## src/rtl/intersection_sequencer_if.sv

```systemverilog
// rtl/intersection_sequencer_if.sv - request, datapath and result signals of the intersection sequencer
interface intersection_sequencer_if #(
    parameter int FIXED_W = 32
);
    logic                   req_valid;
    logic                   req_ready;
    logic [3*FIXED_W-1:0]   ray_orig;
    logic [3*FIXED_W-1:0]   ray_dir;
    logic [3*FIXED_W-1:0]   vert0;
    logic [3*FIXED_W-1:0]   vert1;
    logic [3*FIXED_W-1:0]   vert2;
    logic [3*FIXED_W-1:0]   dp_rdir;
    logic [3*FIXED_W-1:0]   dp_t1;
    logic [3*FIXED_W-1:0]   dp_e1;
    logic [3*FIXED_W-1:0]   dp_e2;
    logic                   dp_sel1;
    logic                   dp_sel2;
    logic [FIXED_W-1:0]     dp_det;
    logic [FIXED_W-1:0]     dp_u;
    logic [FIXED_W-1:0]     dp_v;
    logic [FIXED_W-1:0]     dp_t;
    logic                   res_valid;
    logic                   res_ready;
    logic                   res_hit;
    logic [FIXED_W-1:0]     res_t;
    logic [FIXED_W-1:0]     res_u;
    logic [FIXED_W-1:0]     res_v;

    modport master (
        output req_valid, ray_orig, ray_dir, vert0, vert1, vert2,
        output dp_det, dp_u, dp_v, dp_t, res_ready,
        input  req_ready, dp_rdir, dp_t1, dp_e1, dp_e2, dp_sel1, dp_sel2,
        input  res_valid, res_hit, res_t, res_u, res_v
    );

    modport slave (
        input  req_valid, ray_orig, ray_dir, vert0, vert1, vert2,
        input  dp_det, dp_u, dp_v, dp_t, res_ready,
        output req_ready, dp_rdir, dp_t1, dp_e1, dp_e2, dp_sel1, dp_sel2,
        output res_valid, res_hit, res_t, res_u, res_v
    );
endinterface

```

## src/rtl/intersection_sequencer.sv

```systemverilog
// rtl/intersection_sequencer.sv - operand front-end and phase sequencer for the ray/triangle datapath
module intersection_sequencer #(
    parameter int FIXED_W   = 32,
    parameter int FRAC_W    = 16,
    parameter int PHASE_CYC = 3,
    parameter int EPS       = 1
) (
    input logic                      clock,
    input logic                      reset_n,
    intersection_sequencer_if.slave  bus
);
    localparam int VW = 3 * FIXED_W;
    localparam int CW = $clog2(PHASE_CYC);
    localparam logic signed [FIXED_W:0] ONE   = (FIXED_W+1)'(1) << FRAC_W;
    localparam logic signed [FIXED_W:0] EPS_X = (FIXED_W+1)'(EPS);

    typedef enum logic [2:0] {IDLE, LOAD, PH_U, PH_V, PH_T, EVAL, DONE} state_t;

    state_t                 state, state_d;
    logic [CW-1:0]          cnt;
    logic                   phase_last, phase_first;
    logic                   req_ready_d, res_valid_d, sel1_d, sel2_d;
    logic [VW-1:0]          orig_q, dir_q, v0_q, v1_q, v2_q;
    logic [FIXED_W-1:0]     u_q, v_q;
    logic                   det_fail;
    logic signed [FIXED_W:0] det_x, det_abs, t_x, uv_sum;
    logic                   det_small, hit;

    function automatic logic [VW-1:0] vsub(input logic [VW-1:0] a, input logic [VW-1:0] b);
        logic [VW-1:0] r;
        r = '0;
        for (int i = 0; i < 3; i++)
            r[i*FIXED_W +: FIXED_W] = a[i*FIXED_W +: FIXED_W] - b[i*FIXED_W +: FIXED_W];
        return r;
    endfunction

    assign phase_last  = (cnt == CW'(PHASE_CYC - 1));
    assign phase_first = (cnt == '0);

    // One extra bit keeps |det| and u+v exact, including the most negative det.
    always_comb begin
        det_x     = $signed({bus.dp_det[FIXED_W-1], bus.dp_det});
        det_abs   = det_x[FIXED_W] ? -det_x : det_x;
        det_small = (det_abs <= EPS_X);
        t_x       = $signed({bus.dp_t[FIXED_W-1], bus.dp_t});
        uv_sum    = $signed({u_q[FIXED_W-1], u_q}) + $signed({v_q[FIXED_W-1], v_q});
        hit       = !det_fail && !u_q[FIXED_W-1] && !v_q[FIXED_W-1]
                    && (uv_sum <= ONE) && (t_x > EPS_X);
    end

    always_ff @(posedge clock or negedge reset_n) begin
        if (!reset_n) begin
            state         <= IDLE;
            cnt           <= '0;
            bus.req_ready <= 1'b0;
            bus.res_valid <= 1'b0;
            bus.dp_sel1   <= 1'b0;
            bus.dp_sel2   <= 1'b0;
        end else begin
            state         <= state_d;
            cnt           <= (state_d != state) ? '0 : cnt + 1'b1;
            bus.req_ready <= req_ready_d;
            bus.res_valid <= res_valid_d;
            bus.dp_sel1   <= sel1_d;
            bus.dp_sel2   <= sel2_d;
        end
    end

    always_comb begin
        state_d = state;
        case (state)
            IDLE: if (bus.req_valid) state_d = LOAD;
            LOAD: state_d = PH_U;
            PH_U: if (phase_last) state_d = det_small ? EVAL : PH_V;
            PH_V: if (phase_last) state_d = PH_T;
            PH_T: if (phase_last) state_d = EVAL;
            EVAL: state_d = DONE;
            DONE: if (bus.res_ready) state_d = IDLE;
            default: state_d = IDLE;
        endcase
    end

    // Handshake and select outputs are decoded from the next state and registered.
    always_comb begin
        req_ready_d = (state_d == IDLE);
        res_valid_d = (state_d == DONE);
        sel1_d      = (state_d == PH_V) || (state_d == PH_T) || (state_d == EVAL);
        sel2_d      = (state_d == PH_T);
    end

    always_ff @(posedge clock or negedge reset_n) begin
        if (!reset_n) begin
            orig_q      <= '0;
            dir_q       <= '0;
            v0_q        <= '0;
            v1_q        <= '0;
            v2_q        <= '0;
            bus.dp_rdir <= '0;
            bus.dp_t1   <= '0;
            bus.dp_e1   <= '0;
            bus.dp_e2   <= '0;
            u_q         <= '0;
            v_q         <= '0;
            det_fail    <= 1'b0;
            bus.res_hit <= 1'b0;
            bus.res_t   <= '0;
            bus.res_u   <= '0;
            bus.res_v   <= '0;
        end else begin
            if (state == IDLE && bus.req_valid) begin
                orig_q <= bus.ray_orig;
                dir_q  <= bus.ray_dir;
                v0_q   <= bus.vert0;
                v1_q   <= bus.vert1;
                v2_q   <= bus.vert2;
            end
            if (state == LOAD) begin
                bus.dp_rdir <= dir_q;
                bus.dp_e1   <= vsub(v1_q, v0_q);
                bus.dp_e2   <= vsub(v2_q, v0_q);
                bus.dp_t1   <= vsub(orig_q, v0_q);
            end
            if (state == PH_U && phase_last) det_fail <= det_small;
            if (state == PH_V && phase_first) u_q <= bus.dp_u;
            if (state == PH_T && phase_first) v_q <= bus.dp_v;
            if (state == EVAL) begin
                bus.res_hit <= hit;
                bus.res_t   <= det_fail ? '0 : bus.dp_t;
                bus.res_u   <= det_fail ? '0 : u_q;
                bus.res_v   <= det_fail ? '0 : v_q;
            end
        end
    end
endmodule

```

## src/flat_wrapper.sv

```systemverilog
// flat-port wrapper written by rule: the top's interface ports become plain ports
module intersection_sequencer_flat 
#(
    parameter int FIXED_W   = 32,
    parameter int FRAC_W    = 16,
    parameter int PHASE_CYC = 3,
    parameter int EPS       = 1
)
  (clock, reset_n, bus_req_valid, bus_ray_orig, bus_ray_dir, bus_vert0, bus_vert1, bus_vert2, bus_dp_det, bus_dp_u, bus_dp_v, bus_dp_t, bus_res_ready, bus_req_ready, bus_dp_rdir, bus_dp_t1, bus_dp_e1, bus_dp_e2, bus_dp_sel1, bus_dp_sel2, bus_res_valid, bus_res_hit, bus_res_t, bus_res_u, bus_res_v);
  intersection_sequencer_if #(.FIXED_W(FIXED_W)) bus_i ();
  input logic clock;
  input logic reset_n;
  input wire logic [$bits(bus_i.req_valid)-1:0] bus_req_valid;
  input wire logic [$bits(bus_i.ray_orig)-1:0] bus_ray_orig;
  input wire logic [$bits(bus_i.ray_dir)-1:0] bus_ray_dir;
  input wire logic [$bits(bus_i.vert0)-1:0] bus_vert0;
  input wire logic [$bits(bus_i.vert1)-1:0] bus_vert1;
  input wire logic [$bits(bus_i.vert2)-1:0] bus_vert2;
  input wire logic [$bits(bus_i.dp_det)-1:0] bus_dp_det;
  input wire logic [$bits(bus_i.dp_u)-1:0] bus_dp_u;
  input wire logic [$bits(bus_i.dp_v)-1:0] bus_dp_v;
  input wire logic [$bits(bus_i.dp_t)-1:0] bus_dp_t;
  input wire logic [$bits(bus_i.res_ready)-1:0] bus_res_ready;
  output wire logic [$bits(bus_i.req_ready)-1:0] bus_req_ready;
  output wire logic [$bits(bus_i.dp_rdir)-1:0] bus_dp_rdir;
  output wire logic [$bits(bus_i.dp_t1)-1:0] bus_dp_t1;
  output wire logic [$bits(bus_i.dp_e1)-1:0] bus_dp_e1;
  output wire logic [$bits(bus_i.dp_e2)-1:0] bus_dp_e2;
  output wire logic [$bits(bus_i.dp_sel1)-1:0] bus_dp_sel1;
  output wire logic [$bits(bus_i.dp_sel2)-1:0] bus_dp_sel2;
  output wire logic [$bits(bus_i.res_valid)-1:0] bus_res_valid;
  output wire logic [$bits(bus_i.res_hit)-1:0] bus_res_hit;
  output wire logic [$bits(bus_i.res_t)-1:0] bus_res_t;
  output wire logic [$bits(bus_i.res_u)-1:0] bus_res_u;
  output wire logic [$bits(bus_i.res_v)-1:0] bus_res_v;
  assign bus_i.req_valid = bus_req_valid;
  assign bus_i.ray_orig = bus_ray_orig;
  assign bus_i.ray_dir = bus_ray_dir;
  assign bus_i.vert0 = bus_vert0;
  assign bus_i.vert1 = bus_vert1;
  assign bus_i.vert2 = bus_vert2;
  assign bus_i.dp_det = bus_dp_det;
  assign bus_i.dp_u = bus_dp_u;
  assign bus_i.dp_v = bus_dp_v;
  assign bus_i.dp_t = bus_dp_t;
  assign bus_i.res_ready = bus_res_ready;
  assign bus_req_ready = bus_i.req_ready;
  assign bus_dp_rdir = bus_i.dp_rdir;
  assign bus_dp_t1 = bus_i.dp_t1;
  assign bus_dp_e1 = bus_i.dp_e1;
  assign bus_dp_e2 = bus_i.dp_e2;
  assign bus_dp_sel1 = bus_i.dp_sel1;
  assign bus_dp_sel2 = bus_i.dp_sel2;
  assign bus_res_valid = bus_i.res_valid;
  assign bus_res_hit = bus_i.res_hit;
  assign bus_res_t = bus_i.res_t;
  assign bus_res_u = bus_i.res_u;
  assign bus_res_v = bus_i.res_v;
  intersection_sequencer #(.FIXED_W(FIXED_W), .FRAC_W(FRAC_W), .PHASE_CYC(PHASE_CYC), .EPS(EPS)) u_core (.clock(clock), .reset_n(reset_n), .bus(bus_i));
endmodule
```

## config.mk

```make
export PLATFORM = sky130hd
export DESIGN_NAME = intersection_sequencer_flat
export DESIGN_NICKNAME = d
export VERILOG_FILES = /design/src/rtl/intersection_sequencer_if.sv /design/src/rtl/intersection_sequencer.sv /design/src/flat_wrapper.sv
export SDC_FILE = /design/constraint.sdc
export NUM_CORES = 2
export LEC_CHECK = 0
export CORE_AREA = 2 2 431 433
export CTS_BUF_LIST = sky130_fd_sc_hd__clkbuf_8 sky130_fd_sc_hd__clkbuf_16
export CTS_CLUSTER_SIZE = 40
export DETAILED_ROUTE_END_ITERATION = 10
export DIE_AREA = 0 0 433 435
export GPL_TIMING_DRIVEN = 0
export SYNTH_ARGS = -nofsm -noshare
export SYNTH_HDL_FRONTEND = slang
export SYNTH_SLANG_ARGS = --single-unit
```

## constraint.sdc

```tcl
create_clock -name clock -period 3.81 [get_ports clock]
set_clock_uncertainty 0.05 [all_clocks]
set_input_delay 0.9525 -clock clock [delete_from_list [all_inputs] [get_ports clock]]
set_output_delay 0.9525 -clock clock [all_outputs]
set_load 0.005 [all_outputs]
```

==> results_dict.tcl <==
set metrics [dict create \
    outcome "complete, no violations" \
    synth_most_common_cell "dfrtp_1" \
    clock_latency_ps 810 \
    leakage_uw 0.0323 \
    dp_hpwl_microns 196000 \
    placed_cells 9029 \
    powerDensity_nw_per_um2 1050 \
    numCtsBuffers 119 \
    netlist.top_cell.by_area "dfrtp_1" \
    hold_path_class "flip-flop to flip-flop" \
    num_vias 47400 \
    worst_pin_slew_ps 1130 \
    io_pins 1097 \
    fin_crit_ps 3710 \
    finalSetupViolCount 0 \
    fin_crit_sh_pct 97.4 \
    yosys-top-cells-area "dfrtp_1, mux2_2, ha_1" \
    arrival_ps 4330 \
    avgSynthCellArea_sq_um 10.0 \
    die_x_microns 433 \
    grt_max_degree 168 \
    ir_drop_mv 0.488 \
    cts-root-buf "clkbuf_16" \
    drtAntennaViolNets 0 \
    drv_cap 0 \
    clock_path_buffers 3 \
    drc 0 \
    crit_path_max_fanout 5 \
    slew_viol_final 0 \
    ys.flop_type "dfrtp_1" \
    cts_tree "yes" \
    clk_pin_slew_worst_paths_ps 60 \
    worstSetupPathType "primary input to flip-flop" \
    async_flop_share_pct 100 \
    avgRoutedWirePerCell_microns 26.1 \
    die-area_sq_um 188000 \
    yosysTopAreaCellShare_pct 47.6 \
    routed_via_density 5.10 \
    end_kind "flip-flop" \
    fp.dieH_microns 435 \
    synth_edf_count 0 \
    syn-cell-area_sq_um 54400 \
    core_sq_um 184000 \
    initial_core_util_pct 29.6 \
    layout.cells.non_filler 9296 \
    wl_microns 243000 \
    required_ps 4430 \
    start_kind "primary input" \
    synth_nets 6379 \
    drtPass1Iterations 8 \
    drive_above_1_share_pct 11.4 \
    ys_types 76 \
    antenna_found_initial 69 \
    first_global_vias 47700 \
    grt_pass1_wl_microns 342000 \
    finalHoldViolCount 0 \
    track_usage_pct 25.1 \
    place_area_sq_um 68800 \
    final_cell_area_sq_um 73500 \
    ys.warnings.count 0 \
    port_buffers 1095 \
    clock_sinks 1035 \
    synth_common_cells "dfrtp_1, nand2_1, o21ai_0" \
    synthCells 5443 \
    htreeDepth 3 \
    ys_seq_area_share_pct 47.6 \
    pre_cts_ws_ps -1400 \
    area_growth_pct 35.0 \
    nets 7617 \
    max_freq_ghz 0.269 \
    drt_iter0_drc 3231 \
    grt_overflow_total 0 \
    relSlewSlack_pct 24.6 \
    layout_setup_ws_ps 98.7 \
    ys_ff_latch 1035 \
    finalWeightedCongestion 0.956 \
    num_rows 158 \
]
[registers in the layout, summed over array words and instances (netlist names), 96 cells and up]
name	cells
u_core.dir_q	96
u_core.orig_q	96
u_core.v2_q	96
u_core.v1_q	96
u_core.bus.dp_e1	96
u_core.bus.dp_e2	96
u_core.bus.dp_t1	96
u_core.bus.dp_rdir	96
u_core.v0_q	96
[routing by layer]
| layer | part of all wire (%) | wire length (microns) | global-route usage [%] |
|---|---|---|---|
| met2 | 49 | 118000 | 42.6 |
| met3 | 6.7 | 16100 | 5.79 |
| met4 | 7.7 | 18700 | 17.1 |
| met1 | 37 | 89800 | 27.9 |
| met5 | 0.059 | 143 | 0 |
[critical path, cell delays in order]
cell and delay [ps]:
clkdlybuf4s50_1 470, or4_4 600, nor4_4 390, nand4_4 160, or4_4 520, a32oi_1 210
o211a_1 160, and4b_1 260, nand4_4 170, a211o_1 330, nor2b_1 110
[timing repair]
| action | 4_1_cts | 5_1_grt |
|---|---|---|
| resized for setup | 47 | 33 |
| setup buffers | 2 | 9 |
| pin swaps | 2 | 8 |
| hold buffers | 1 | 0 |
| endpoints found under the hold margin | 55 | 0 |
| gates cloned | 0 | 1 |
| setup endpoints to repair | 541 | 252 |
[path summary, 6_finish.rpt]
kind                                       start                endpoint  slack [ps]  depth (start not counted)
worst max register to register   u_core.v0_q[65]    u_core.bus.dp_e1[95]         130                         12
worst min-delay path            u_core.dir_q[78]  u_core.bus.dp_rdir[78]         410                          2
min in group asynchronous                reset_n    u_core.bus.res_t[23]         670                          2
worst max-delay path               bus_dp_det[7]      u_core.bus.dp_sel2         100                         11
max in group asynchronous                reset_n    u_core.bus.dp_t1[53]         390                          6
worst min register to register  u_core.dir_q[78]  u_core.bus.dp_rdir[78]         410                          2
[placed cells by master (no fill, tap or decap), drive strengths merged, types with 36 or more instances in the layout]
master	netlist	final
clkdlybuf4s50	0	1094
dfrtp	1035	1035
nand2	925	925
o21ai	590	590
mux2	441	441
clkbuf	211	356
ha	314	314
inv	198	224
a21oi	209	209
nor2	176	176
nand2b	152	152
xor2	120	120
xnor2	116	116
a21o	111	111
nor3	84	84
nand3	69	69
o21a	59	59
o31ai	46	46
a211oi	44	44
and3	38	38
a31oi	37	37
nor2b	36	36
[cell type report]
cell class,instances,area (sq um)
Clock buffer,146,3360
Clock inverter,76,763
Fill cell,18000,111000
Inverter,198,743
Antenna cell,34,85.1
Timing Repair Buffer,1119,11400
Tap cell,2480,3100
Sequential cell,1035,25900
Multi-Input combinational cell,3993,27300
Buffer,215,856
[report_power, final]
part | switching [uW] | leakage, uW | internal [uW] | total, uW
logic | 24900 | 0.0175 | 19800 | 44800
clock network | 5120 | 0.00210 | 6930 | 12100
registers | 3900 | 0.0126 | 16400 | 20300
total | 34000 | 0.0323 | 43200 | 77100
[cell families after synthesis]
family,after synthesis,share of synthesized area (%)
compound gates,1331,15.1
xor+xnor,236,3.80
fa+ha+maj,324,7.59
buf+inv,415,2.87
flops,1035,47.6
mux,447,9.24
simple gates,1655,13.9
[metrics by stage]
| stage | TNS, ps | hold WS [ps] | utilization (%) | power, uW |
|---|---|---|---|---|
| 2_1_floorplan | 0 | 385 | - | 46400 |
| 3_3_place_gp | - | 397 | 37.2 | 63400 |
| 3_5_place_dp | -447990 | 400 | 37.4 | 64100 |
| 4_1_cts | 0 | 416 | 39.7 | 76800 |
| 5_1_grt | -0.675 | 429 | 39.9 | 82600 |
| 6_report | 0 | 412 | 39.9 | 77100 |
Power figures use the tool's default switching activity.
